[config.mk]
export PLATFORM = sky130hd
export DESIGN_NAME = vq_cb_vram_arbiter
export DESIGN_NICKNAME = d
export VERILOG_FILES = /design/src/rtl/vq_cb_vram_arbiter.sv
export SDC_FILE = /design/constraint.sdc
export NUM_CORES = 1
export LEC_CHECK = 0
export BUFFER_PORTS_ARGS = -buffer_cell sky130_fd_sc_hd__buf_2
export CAP_MARGIN = 5
export CORE_MARGIN = 10
export CORE_UTILIZATION = 50
export DETAILED_ROUTE_END_ITERATION = 10
export GPL_ROUTABILITY_DRIVEN = 0
export PLACE_DENSITY = 0.77
export SETUP_SLACK_MARGIN = 0.05
export SLEW_MARGIN = 10
export SYNTH_ARGS = -nofsm -noshare
export SYNTH_HDL_FRONTEND = slang
export SYNTH_SLANG_ARGS = --single-unit
[constraint.sdc]
create_clock -name clock -period 5.1 [get_ports clock]
set_clock_uncertainty 0.05 [all_clocks]
set_input_delay 1.53 -clock clock [delete_from_list [all_inputs] [get_ports clock]]
set_output_delay 1.53 -clock clock [all_outputs]
set_load 0.01 [all_outputs]
[src/rtl/vq_cb_vram_arbiter.sv]
// Shares the single VRAM read port between codebook-cache fills and texel fetches.
// A fill is issued as fixed-length bursts, and a pending texel read is slotted in between two bursts.
module vq_cb_vram_arbiter #(
  parameter int ADDR_W    = 24,
  parameter int BURST_LEN = 8
) (
  input  logic              clock,
  input  logic              reset_n,
  input  logic              cb_req,
  input  logic [ADDR_W-1:0] cb_base,
  input  logic [7:0]        cb_offset,
  output logic              cb_valid,
  input  logic              tex_req,
  input  logic [ADDR_W-1:0] tex_addr,
  output logic              tex_ack,
  output logic              tex_valid,
  output logic              vram_rd,
  output logic [ADDR_W-1:0] vram_addr,
  output logic [8:0]        vram_burst,
  input  logic              vram_wait,
  input  logic              vram_valid
);

  typedef enum logic [2:0] {IDLE, CB_CMD, CB_DATA, TEX_CMD, TEX_DATA} state_e;

  localparam logic [ADDR_W-1:0] ALIGN_MASK = ~(ADDR_W'(7));

  state_e            state_q, state_d;
  logic              last_cb_q;
  logic              fill_q;
  logic              tex_ack_q;
  logic [8:0]        beat_cnt_q;
  logic [ADDR_W-1:0] base_q;
  logic [ADDR_W-1:0] tex_addr_q;
  logic [ADDR_W-1:0] cb_addr;
  logic              accept;
  logic              last_beat;
  logic              enter_cb;
  logic              enter_tex;

  assign accept    = vram_rd && !vram_wait;
  assign last_beat = vram_valid && (beat_cnt_q == 9'(BURST_LEN - 1));
  assign cb_addr   = base_q + ADDR_W'({cb_offset, 3'b000});

  always_comb begin
    state_d = state_q;
    case (state_q)
      IDLE: begin
        if (cb_req && tex_req) state_d = last_cb_q ? TEX_CMD : CB_CMD;
        else if (cb_req)       state_d = CB_CMD;
        else if (tex_req)      state_d = TEX_CMD;
      end
      CB_CMD:  if (accept) state_d = CB_DATA;
      CB_DATA: begin
        if (last_beat) begin
          if (tex_req)     state_d = TEX_CMD;
          else if (cb_req) state_d = CB_CMD;
          else             state_d = IDLE;
        end
      end
      TEX_CMD:  if (accept) state_d = TEX_DATA;
      TEX_DATA: if (vram_valid) state_d = cb_req ? CB_CMD : IDLE;
      default:  state_d = IDLE;
    endcase
    enter_cb  = (state_d == CB_CMD)  && (state_q != CB_CMD);
    enter_tex = (state_d == TEX_CMD) && (state_q != TEX_CMD);
  end

  always_ff @(posedge clock or negedge reset_n) begin
    if (!reset_n) begin
      state_q    <= IDLE;
      last_cb_q  <= 1'b0;
      fill_q     <= 1'b0;
      tex_ack_q  <= 1'b0;
      beat_cnt_q <= '0;
      base_q     <= '0;
      tex_addr_q <= '0;
    end else begin
      state_q   <= state_d;
      tex_ack_q <= enter_tex;
      if (enter_tex) tex_addr_q <= tex_addr & ALIGN_MASK;
      // The base is captured only at the start of a fill; any low cb_req ends that fill.
      if (enter_cb && !fill_q) base_q <= cb_base;
      fill_q <= cb_req && (fill_q || enter_cb);
      if (state_q == CB_CMD && accept)
        beat_cnt_q <= '0;
      else if (state_q == CB_DATA && vram_valid)
        beat_cnt_q <= beat_cnt_q + 9'd1;
      if (state_q == CB_DATA && last_beat)
        last_cb_q <= 1'b1;
      else if (state_q == TEX_DATA && vram_valid)
        last_cb_q <= 1'b0;
    end
  end

  always_comb begin
    vram_rd    = 1'b0;
    vram_addr  = '0;
    vram_burst = '0;
    case (state_q)
      CB_CMD: begin
        vram_rd    = 1'b1;
        vram_addr  = cb_addr;
        vram_burst = 9'(BURST_LEN);
      end
      TEX_CMD: begin
        vram_rd    = 1'b1;
        vram_addr  = tex_addr_q;
        vram_burst = 9'd1;
      end
      default: ;
    endcase
  end

  assign cb_valid  = (state_q == CB_DATA) && vram_valid && cb_req;
  assign tex_valid = (state_q == TEX_DATA) && vram_valid;
  assign tex_ack   = tex_ack_q;

  // Read data must never arrive while a command is still outstanding.
  assert property (@(posedge clock) disable iff (!reset_n) !(vram_valid && vram_rd));

endmodule

# After elaboration in Yosys (flattened, before gate mapping)
# Index checks and enable logic that the tools add are counted.
# word_totals
regBits	60
latch_bits	0
mem_bits_rw	0
rom_bits	0
inputBits	62
output_inout_bits	37
elab_cells	55
n_memories	0
# op_classes
add_sub_neg	2
multipliers	0
div_mod_pow	0
magnitude_cmp	0
n_eq_ne	9
n_shift	0
muxes	18
bitwise	0
n_reduce_logical	19
# ops
op	n
$pmux W24 S2	1
$add A24 B11 Y24	1
$mux W3	7
$mux W9	2
$pmux W3 S5	1
$logic_and A1 B1 Y1	12
$add A9 B1 Y9 const B	1
$eq A3 B2 Y1 const B	3
$eq A9 B3 Y1 const B	1
$pmux W4 S2	1
$eq A3 B1 Y1 const B	2
$mux W1	4
$mux W2	2
$reduce_bool A2 Y1	2
$eq A3 B3 Y1 const B	1
$logic_not A3 Y1	1
$ne A3 B1 Y1 const B	1
$ne A3 B2 Y1 const B	1
$logic_not A1 Y1	2
$reduce_or A2 Y1	1
$logic_or A1 B1 Y1	1

# Depth between registers and ports, before layout
# Gate-level depths: netlist (run 1).
# logic_depth
depth_word	10
mapped_depth	8
depth_no_buf	8

# Worst setup path after synthesis (run 1)
# No wires, ideal clock.
# synth_timing
kind	input to output
from	input cb_offset[0]
to	output vram_addr[19]
t_arrival_ns	3.539
required_time_ns	3.520
path_slack_ns	-0.019
stages	8
n_path_buf	0
cell_sequence	ha_1 > inv_1 > fa_1 > nand2b_1 > a21oi_1 > o31ai_1 > or4_1 > a31oi_1
# synth_via
elab_chain_len	2
# synth_lines
item	line_no	source
start, declared	11	input logic [7:0] cb_offset,
$add A24 B11 Y24	43	assign cb_addr = base_q + ADDR_W'({cb_offset, 3'b000});
$pmux W24 S2	100	case (state_q)
end, declared	18	output logic [ADDR_W-1:0] vram_addr,
# No other way between the ends.

# Final worst setup path (run 1)
# Ends and elaborated chain as after synthesis.

==> impl_metrics.ini, run 1 <==
[status]
outcome = complete, no violations

[floorplanning]
die_area_mm2 = 0.0106
fp.dieH_um = 103
fp.dieW_um = 103
start_util = 0.511
core_mm2 = 0.00672
io_pins = 99
rows = 30

[detailed_routing]
wl_met2_um = 4600
routed_wl_um = 9270
drt_first_pass_iters = 4
dr_wl_met3_um = 633
wl_per_cell_um = 18.1
vias_per_cell = 5.65
drt-initial-drc-count = 162
wl_met1_um = 3890
drc_errors = 0
postRouteAntennaNets = 0
vias = 2897
routed.top_layer = met4

[worst_hold_path]
holdCritPathClass = reg -> reg
min_from = tex_addr_q[20]$_DFFE_PN0P_
min_to = tex_addr_q[20]$_DFFE_PN0P_
min_path_cells = 1

[setup_path]
r2r_start = state_q[1]$_DFF_PN0_
path_common_cell = buf_2
end_kind = primary output
start_kind = input pin
r2r_slack_ns = 1.73
worst-path-stages = 10
cp.buffers_inverters = 3
crit_type = in -> out
critPathMaxStageDelay_ns = 0.47
cp_max_fo = 2
crit_arrival_ns = 3.41
cp_cell_sequence = buf_2, ha_2, inv_1, fa_2, nand2b_4, a21oi_4, o31ai_4, or4_1, a31oi_1, buf_2
cp_top_family = simple AND/OR/NAND/NOR gates
reg2reg_to = base_q[9]$_DFFE_PN0P_
cp_slowest_cell = or4_1
crit_required_ns = 3.52
worst-r2r-cell-count = 6

[pwr]
p_seq_frac = 0.329
p_sw_mw = 1.06
p_comb_frac = 0.490
intPower_mw = 1.62
swShare = 0.396
vdd_drop_max_v = 0.000331
pwr-share-clk = 0.181
powerDensity_mw_per_mm2 = 627
finalPower_mw = 2.68
leakage_nw = 2.03

[final_layout]
final_cell_mix = buf_2, dfrtp_1, mux2_2, nand2_1, o21ai_0
layout_commonest_cell = buf_2
syn_to_final_growth_pct = 24.6
drive_above_1_share = 0.402
final_nets = 500
diodes = 0

[timing]
tightest_slew_ns = 1.18
setup_viol = 0
hold_viol = 0
slew_headroom = 0.204
min_period_over_period = 0.979
holdWs_ns = 0.452
post-route-min-period_ns = 4.99
fmax_ghz = 0.200
finalSetupTns_ns = 0
layout_setup_ws_ns = 0.108
rsz0062_at_grt = yes
drv_slew = 0

[synth]
syn_area_mm2 = 0.00343
syn_inst = 328
seq_area_frac_synth = 0.437
ys.flop_type = dfrtp_1
syn_avg_cell_area_um2 = 10.5
synth-seq-cells = 60
yosys_warnings = 0
synthArstFlopShare = 1.00
synth_edf_count = 0
yosys.cell_types.count = 56

[global_route]
antenna_found_initial = 0
first_global_vias = 3026
grt_max_degree = 33
grt_pass1_wl_um = 14800
grt_usage = 0.179
overflow = 0

[placed_design]
dpl.hpwl_um = 6890
post-place-ws_ns = -0.0563
portBuffers = 88

[clock_network]
cts.clk_slew.worst_paths_ns = 0.07
numCtsBuffers = 9
cts_sinks = 60
cts_root_buffer = clkbuf_8
htreeDepth = 3
cts_tree = yes
clk_latency_ns = 0.34
cts_hold_buf = 0
clock_path_buffers = 2

[flow_run]
drv_cap = 0
[per-layer routing]
layer  up-vias  track usage
met4         0       0.0791
met2        87        0.297
li1       1395            -
met3        10       0.0389
met1      1405        0.218
met5         -            0
[worst reg2reg max path: stages, from the launching register on]
cell,delay (ns)
dfrtp_1,0.77
nand4bb_1,0.31
or4_1,0.63
nand2b_4,0.20
a2111oi_4,0.51
buf_4,0.39
mux2_2,0.39
[worst max path at each step]
stage / from / end / slack (ns)
2_1_floorplan: cb_offset[0] / vram_addr[19] / 0.07
3_3_place_gp: cb_offset[0] / vram_addr[15] / -0.04
3_5_place_dp: cb_offset[0] / vram_addr[19] / -0.06
4_1_cts: cb_offset[0] / vram_addr[17] / 0.06
5_1_grt: cb_offset[3] / vram_addr[10] / 0.04
6_report: cb_offset[0] / vram_addr[19] / 0.11
[per-stage QoR]
| step | instances | util | instance area [um2] |
|---|---|---|---|
| final | 513 | 0.636 | 4280 |
| after global routing | 513 | 0.636 | 4280 |
| after CTS | 513 | 0.633 | 4250 |
| after detailed placement | 496 | 0.593 | 3990 |
| after global placement | 496 | 0.593 | 3990 |
| after floorplan | 334 | - | 3460 |
[synthesized netlist by cell type (2+ instances only)]
library cell / n / area, um2
nor3_1: 6 / 30.0
mux2_1: 2 / 22.5
a31oi_1: 7 / 43.8
nand2b_1: 7 / 43.8
dfrtp_1: 60 / 1500
a32o_1: 2 / 20.0
inv_1: 11 / 41.3
nand4_1: 6 / 37.5
nand2_1: 24 / 90.1
clkbuf_1: 7 / 26.3
mux2_2: 43 / 484
a211oi_1: 3 / 22.5
and3_1: 7 / 43.8
o21ai_0: 22 / 110
ha_1: 9 / 113
o31ai_1: 4 / 30.0
nor2_1: 15 / 56.3
xnor2_1: 6 / 52.6
a311oi_1: 2 / 17.5
o21a_1: 3 / 22.5
or3_1: 8 / 50.1
nand3_1: 4 / 20.0
buf_4: 7 / 52.6
buf_6: 2 / 22.5
a21oi_1: 17 / 85.1
a21o_1: 4 / 30.0
and4_1: 3 / 26.3
o311ai_0: 2 / 17.5
xor2_1: 6 / 52.6
or4_1: 3 / 22.5
[sequential cells by signal (all words and copies together), names as in the netlist]
signal and cells:
tex_addr_q 21, tex_ack 1, beat_cnt_q 9, last_cb_q 1
fill_q 1, base_q 24, state_q 3
[power by group through the flow]
| stage | combinational (mW) | clock [mW] | sequential (mW) |
|---|---|---|---|
| global placement | 1.22 | 0 | 0.870 |
| global route | 1.44 | 0.515 | 0.915 |
| detailed placement | 1.26 | 0 | 0.885 |
| floorplan | 0.924 | 0 | 0.815 |
| CTS | 1.30 | 0.491 | 0.876 |
| finish | 1.31 | 0.485 | 0.884 |
[layout make-up]
cell class	instances	area (um2)
Fill cell	570	2440
Multi-Input combinational cell	244	1860
Sequential cell	60	1500
Timing Repair Buffer	101	542
Clock buffer	10	138
Tap cell	80	100
Clock inverter	6	87.6
Inverter	12	45.0
[cell families (layout without fill, tap and decap cells)]
| group | Yosys count | in the layout | synth area share |
|---|---|---|---|
| buffers and inverters | 30 | 129 | 0.0452 |
| AO/OA/AOI/OAI | 78 | 78 | 0.152 |
| XOR/XNOR | 12 | 12 | 0.0306 |
| AND/OR/NAND/NOR | 91 | 91 | 0.144 |
| flip-flops | 60 | 60 | 0.437 |
| adder cells (fa/ha/maj) | 10 | 10 | 0.0386 |
| other | 1 | 7 | 0.00109 |
| multiplexers | 46 | 46 | 0.151 |
[repair_timing]
item / in CTS / in global routing
pin swaps: 5 / 5
gates resized for setup: 7 / 5
endpoints found under the setup margin: 4 / 9
setup buffers: 1 / 0
No activity file was read; power rests on OpenSTA's default activity.
==> inputs of run 2 (changes only) <==
==> constraint.sdc (replaced) <==
create_clock -name clock -period 5.8 [get_ports clock]
set_clock_uncertainty 0.05 [all_clocks]
set_input_delay 1.74 -clock clock [delete_from_list [all_inputs] [get_ports clock]]
set_output_delay 1.74 -clock clock [all_outputs]
set_load 0.01 [all_outputs]
==> run 2 against run 1 <==
Compared with the run above:
- wire length down 3.8%
- first-iteration DRC count down 27%
- die area stayed put
- combinational power down 18%
==> impl_metrics.ini, run 2 (same netlist as run 1, synthesis figures left out) <==
[global_route]
grt_busiest_layer = met2
grt_pass1_wl_um = 14400
grt_max_degree = 61
grt_use_met2 = 0.291
antenna_found_initial = 0
use_met1 = 0.206
overflow = 0
grt_usage = 0.176
grt_use_met3 = 0.0483
first_global_vias = 3022

[timing]
holdWs_ns = 0.451
slew_headroom = 0.233
finalSetupTns_ns = 0
post-route-min-period_ns = 5.60
min_period_over_period = 0.966
setup_viol = 0
fmax_ghz = 0.178
tightest_slew_ns = 1.14
hold_viol = 0
drv_slew = 0
rsz0062_at_grt = no

[pwr]
powerDensity_mw_per_mm2 = 540
p_comb_frac = 0.483
finalPower_mw = 2.24
leakage_nw = 2.00
pwr-share-clk = 0.173
p_seq_frac = 0.344
vdd_drop_max_v = 0.000252
swShare = 0.398
p_sw_uw = 892
intPower_mw = 1.35

[clock_network]
cts_resized = 0
cts_sinks = 60
clock_path_buffers = 2
cts_root_buffer = clkbuf_8
cts_hold_buf = 0
cts_setup_buffers = 0
numCtsBuffers = 9
clk_latency_ns = 0.34
htreeDepth = 3
cts_tree = yes
cts.clk_slew.worst_paths_ns = 0.07

[detailed_routing]
drt_first_pass_iters = 4
postRouteAntennaNets = 0
drt-initial-drc-count = 118
vias = 2893
vias_per_cell = 5.71
wl_per_cell_um = 17.6
routed_wl_um = 8920
drc_errors = 0

[floorplanning]
start_util = 0.511
io_pins = 99
die_area_mm2 = 0.0106
fp.dieH_um = 103
rows = 30
core_mm2 = 0.00672
fp.dieW_um = 103

[final_layout]
layout_commonest_cell = buf_2
largestRegisters = base_q: 24 flops, tex_addr_q: 21 flops, beat_cnt_q: 9 flops
top_register = base_q
final_nets = 494
post-route-cell-area_mm2 = 0.00415
largest_reg_flops = 24
syn_to_final_growth_pct = 20.9
final_cell_mix = buf_2, dfrtp_1, mux2_2, nand2_1, o21ai_0
diodes = 0
fin_cells = 507
drive_above_1_share = 0.377

[setup_path]
crit_required_ns = 4.01
end_kind = primary output
crit_arrival_ns = 3.81
crit_type = in -> out
cp_max_fo = 3
start_kind = input pin

[worst_hold_path]
holdCritPathClass = reg -> reg

[placed_design]
portBuffers = 88
placed_cells = 491
dpl.hpwl_um = 6630
dpl_cell_area_mm2 = 0.00395

[flow_run]
drv_cap = 0

[status]
outcome = complete, no violations
==> run 2: worst paths after layout <==
| kind | startpoint | to | slack [ns] | depth (start not counted) |
|---|---|---|---|---|
| max | cb_offset[0] | vram_addr[19] | 0.20 | 10 |
| min | base_q[2]$_DFFE_PN0P_ | base_q[2]$_DFFE_PN0P_ | 0.45 | 1 |
| max reg2reg | state_q[1]$_DFF_PN0_ | tex_addr_q[6]$_DFFE_PN0P_ | 2.22 | 5 |
| min reg2reg | base_q[2]$_DFFE_PN0P_ | base_q[2]$_DFFE_PN0P_ | 0.45 | 1 |
| max in group asynchronous | reset_n | tex_addr_q[23]$_DFFE_PN0P_ | 3.68 | 2 |
| min in group asynchronous | reset_n | base_q[14]$_DFFE_PN0P_ | 1.50 | 2 |
==> run 2: per-stage QoR <==
stage / util / worst slack [ns]
6_report: 0.618 / 0.197
5_1_grt: 0.618 / 0.0856
3_3_place_gp: 0.587 / 0.159
2_1_floorplan: - / 0.261
3_5_place_dp: 0.587 / 0.148
4_1_cts: 0.617 / 0.136
==> run 2: layout make-up <==
| cell class | count | area, um2 |
|---|---|---|
| clock inverters | 5 | 50.0 |
| flip-flops and latches | 60 | 1500 |
| clock buffers | 11 | 151 |
| multi-input cells | 244 | 1810 |
| well taps | 80 | 100 |
| repair buffers | 95 | 493 |
| fillers | 555 | 2570 |
| inverters | 12 | 45.0 |
==> run 2: metal layers <==
layer / share of wire / wire [um]
met1: 0.42 / 3760
met2: 0.50 / 4420
met3: 0.063 / 565
met4: 0.020 / 176
met5: 0 / 0
==> run 2: power groups by stage <==
| stage | Clock (mW) | Sequential (mW) | Combinational (mW) |
|---|---|---|---|
| global placement | 0 | 0.764 | 1.05 |
| floorplan | 0 | 0.716 | 0.810 |
| detailed placement | 0 | 0.775 | 1.08 |
| CTS | 0.396 | 0.769 | 1.09 |
| global route | 0.415 | 0.799 | 1.20 |
| finish | 0.387 | 0.771 | 1.08 |
==> run 2: critical path: stages <==
cell and delay (ns):
buf_2 0.08, ha_1 0.17, inv_1 0.06, fa_1 0.40
nand2b_1 0.19, a21oi_2 0.16, o31ai_1 0.16, or4_1 0.53
a31oi_1 0.17, buf_2 0.16
==> inputs of run 3 (changes only) <==
--- a/config.mk
+++ b/config.mk
@@ -11,7 +11,8 @@
 export CORE_UTILIZATION = 50
 export DETAILED_ROUTE_END_ITERATION = 10
 export GPL_ROUTABILITY_DRIVEN = 0
-export PLACE_DENSITY = 0.77
+export PLACE_DENSITY = 0.82
+export RECOVER_POWER = 25
 export SETUP_SLACK_MARGIN = 0.05
 export SLEW_MARGIN = 10
 export SYNTH_ARGS = -nofsm -noshare
==> run 3 against run 2 <==
Compared with the run above:
- the flow now finishes with violations (capacitance limit, slew limit)
- largest cell class unchanged
- sequential cell count unchanged
- utilization decreased by 0.074 points
- largest power group unchanged
- register-to-register slack improved by 0.04 ns
==> impl_metrics.ini, run 3 (same netlist as run 1, synthesis figures left out) <==
[status]
outcome = complete, but fails checks
violations = capacitance limit, slew limit

[global_route]
overflow = 0
grt_usage = 0.170
grt_max_degree = 61
first_global_vias = 2880
grt_pass1_wl_um = 14200
antenna_found_initial = 0

[floorplanning]
core_mm2 = 0.00672
io_pins = 99
fp.dieH_um = 103
fp.dieW_um = 103
die_area_mm2 = 0.0106
rows = 30
start_util = 0.511

[clock_network]
cts_hold_buf = 0
cts_root_buffer = clkbuf_8
cts_sinks = 60
clk_latency_ns = 0.33
cts.clk_slew.worst_paths_ns = 0.06
clock_path_buffers = 2
numCtsBuffers = 9
cts_tree = yes
htreeDepth = 3

[final_layout]
largestRegisters = base_q: 24 flops, tex_addr_q: 21 flops, beat_cnt_q: 9 flops
ff_latch_area_mm2 = 0.00150
layout_commonest_cell = buf_2
final_nets = 494
diodes = 0
largest_reg_flops = 24
multi_input_area_mm2 = 0.00181
final_cell_mix = buf_2, dfrtp_1, mux2_2, nand2_1, o21ai_0
drive_above_1_share = 0.372
fillers = 562
syn_to_final_growth_pct = 20.7
top_register = base_q

[timing]
rsz0062_at_grt = no
finalSetupTns_ns = 0
fmax_ghz = 0.179
hold_viol = 0
tightest_slew_ns = 3.23
min_period_over_period = 0.965
drv_slew = 61
layout_setup_ws_ns = 0.200
setup_viol = 0
slew_headroom = -1.16
post-route-min-period_ns = 5.60

[setup_path]
cp_max_fo = 3
cp_slowest_cell = or4_1
path_common_cell = buf_2
end_kind = primary output
crit_arrival_ns = 3.81
crit_type = in -> out
start_kind = input pin
cp_cell_sequence = buf_2, ha_1, inv_1, fa_1, nand2b_1, a21oi_2, o31ai_1, or4_1, a31oi_1, buf_2
crit_required_ns = 4.01
critPathMaxStageDelay_ns = 0.53

[detailed_routing]
drt-initial-drc-count = 127
vias_per_cell = 5.59
postRouteAntennaNets = 0
wl_met2_um = 4320
routed.top_layer = met4
wl_met1_um = 3770
drc_errors = 0
dr_wl_met3_um = 500
wl_per_cell_um = 17.3
vias = 2834
routed_wl_um = 8760
drt_first_pass_iters = 4

[pwr]
powerDensity_mw_per_mm2 = 539
leakage_nw = 1.99
vdd_drop_max_v = 0.000258

[placed_design]
dpl.hpwl_um = 6490
post-place-ws_ns = 0.144
portBuffers = 88

[worst_hold_path]
holdCritPathClass = reg -> reg

[flow_run]
drv_cap = 1
## run 3: changes by cell type in the layout (fill, tap and decap cells not counted)
cell      previous run  this run
clkbuf_1             0         2
buf_2               88        87
buf_4                7         6
## run 3: power by group
| part | switching, mW | internal (mW) |
|---|---|---|
| logic | 0.558 | 0.518 |
| registers | 0.160 | 0.612 |
| clock network | 0.167 | 0.219 |
| total | 0.885 | 1.35 |
## run 3: per-stage QoR
stage	std cells	total power [mW]	utilization	area (um2)	hold WS [ns]
2_1_floorplan	334	1.53	-	3460	0.420
3_3_place_gp	491	1.81	0.587	3950	0.431
3_5_place_dp	491	1.85	0.587	3950	0.441
4_1_cts	507	2.24	0.617	4150	0.457
5_1_grt	507	2.41	0.617	4150	0.472
6_report	507	2.23	0.617	4150	0.452
## run 3: cell type report
type / count / area share
multi-input combinational: 244 / 0.436
sequential: 60 / 0.362
timing repair buffer: 95 / 0.118
clock buffer: 11 / 0.0365
tap: 80 / 0.0241
clock inverter: 5 / 0.0121
inverter: 12 / 0.0109
## run 3: critical path: cells and delay by family
kind | cells | cell delay [ns]
adder cells (fa/ha/maj) | 2 | 0.56
AO/OA/AOI/OAI | 3 | 0.49
buffers and inverters | 3 | 0.29
AND/OR/NAND/NOR | 2 | 0.73
## run 3: path summary, 6_finish.rpt
| path | start | endpoint | slack (ns) | cells past startpoint |
|---|---|---|---|---|
| worst min-delay path | base_q[1]$_DFFE_PN0P_ | base_q[1]$_DFFE_PN0P_ | 0.45 | 1 |
| min in group asynchronous | reset_n | tex_ack$_DFF_PN0_ | 2.53 | 2 |
| worst min register to register | base_q[1]$_DFFE_PN0P_ | base_q[1]$_DFFE_PN0P_ | 0.45 | 1 |
| worst max-delay path | cb_offset[0] | vram_addr[19] | 0.20 | 10 |
| max in group asynchronous | reset_n | base_q[7]$_DFFE_PN0P_ | 1.34 | 2 |
| worst max register to register | state_q[1]$_DFF_PN0_ | tex_addr_q[3]$_DFFE_PN0P_ | 2.26 | 5 |
## run 3: metal layers
metal,vias up,global-route usage
met5,-,0
met4,0,0.0802
met3,10,0.0322
met2,81,0.275
met1,1361,0.214
li1,1382,-
## run 3: timing repair
action                                  4_1_cts  5_1_grt
resized for setup                             0        1
endpoints found under the setup margin        0        4
buffers inserted                              0        0
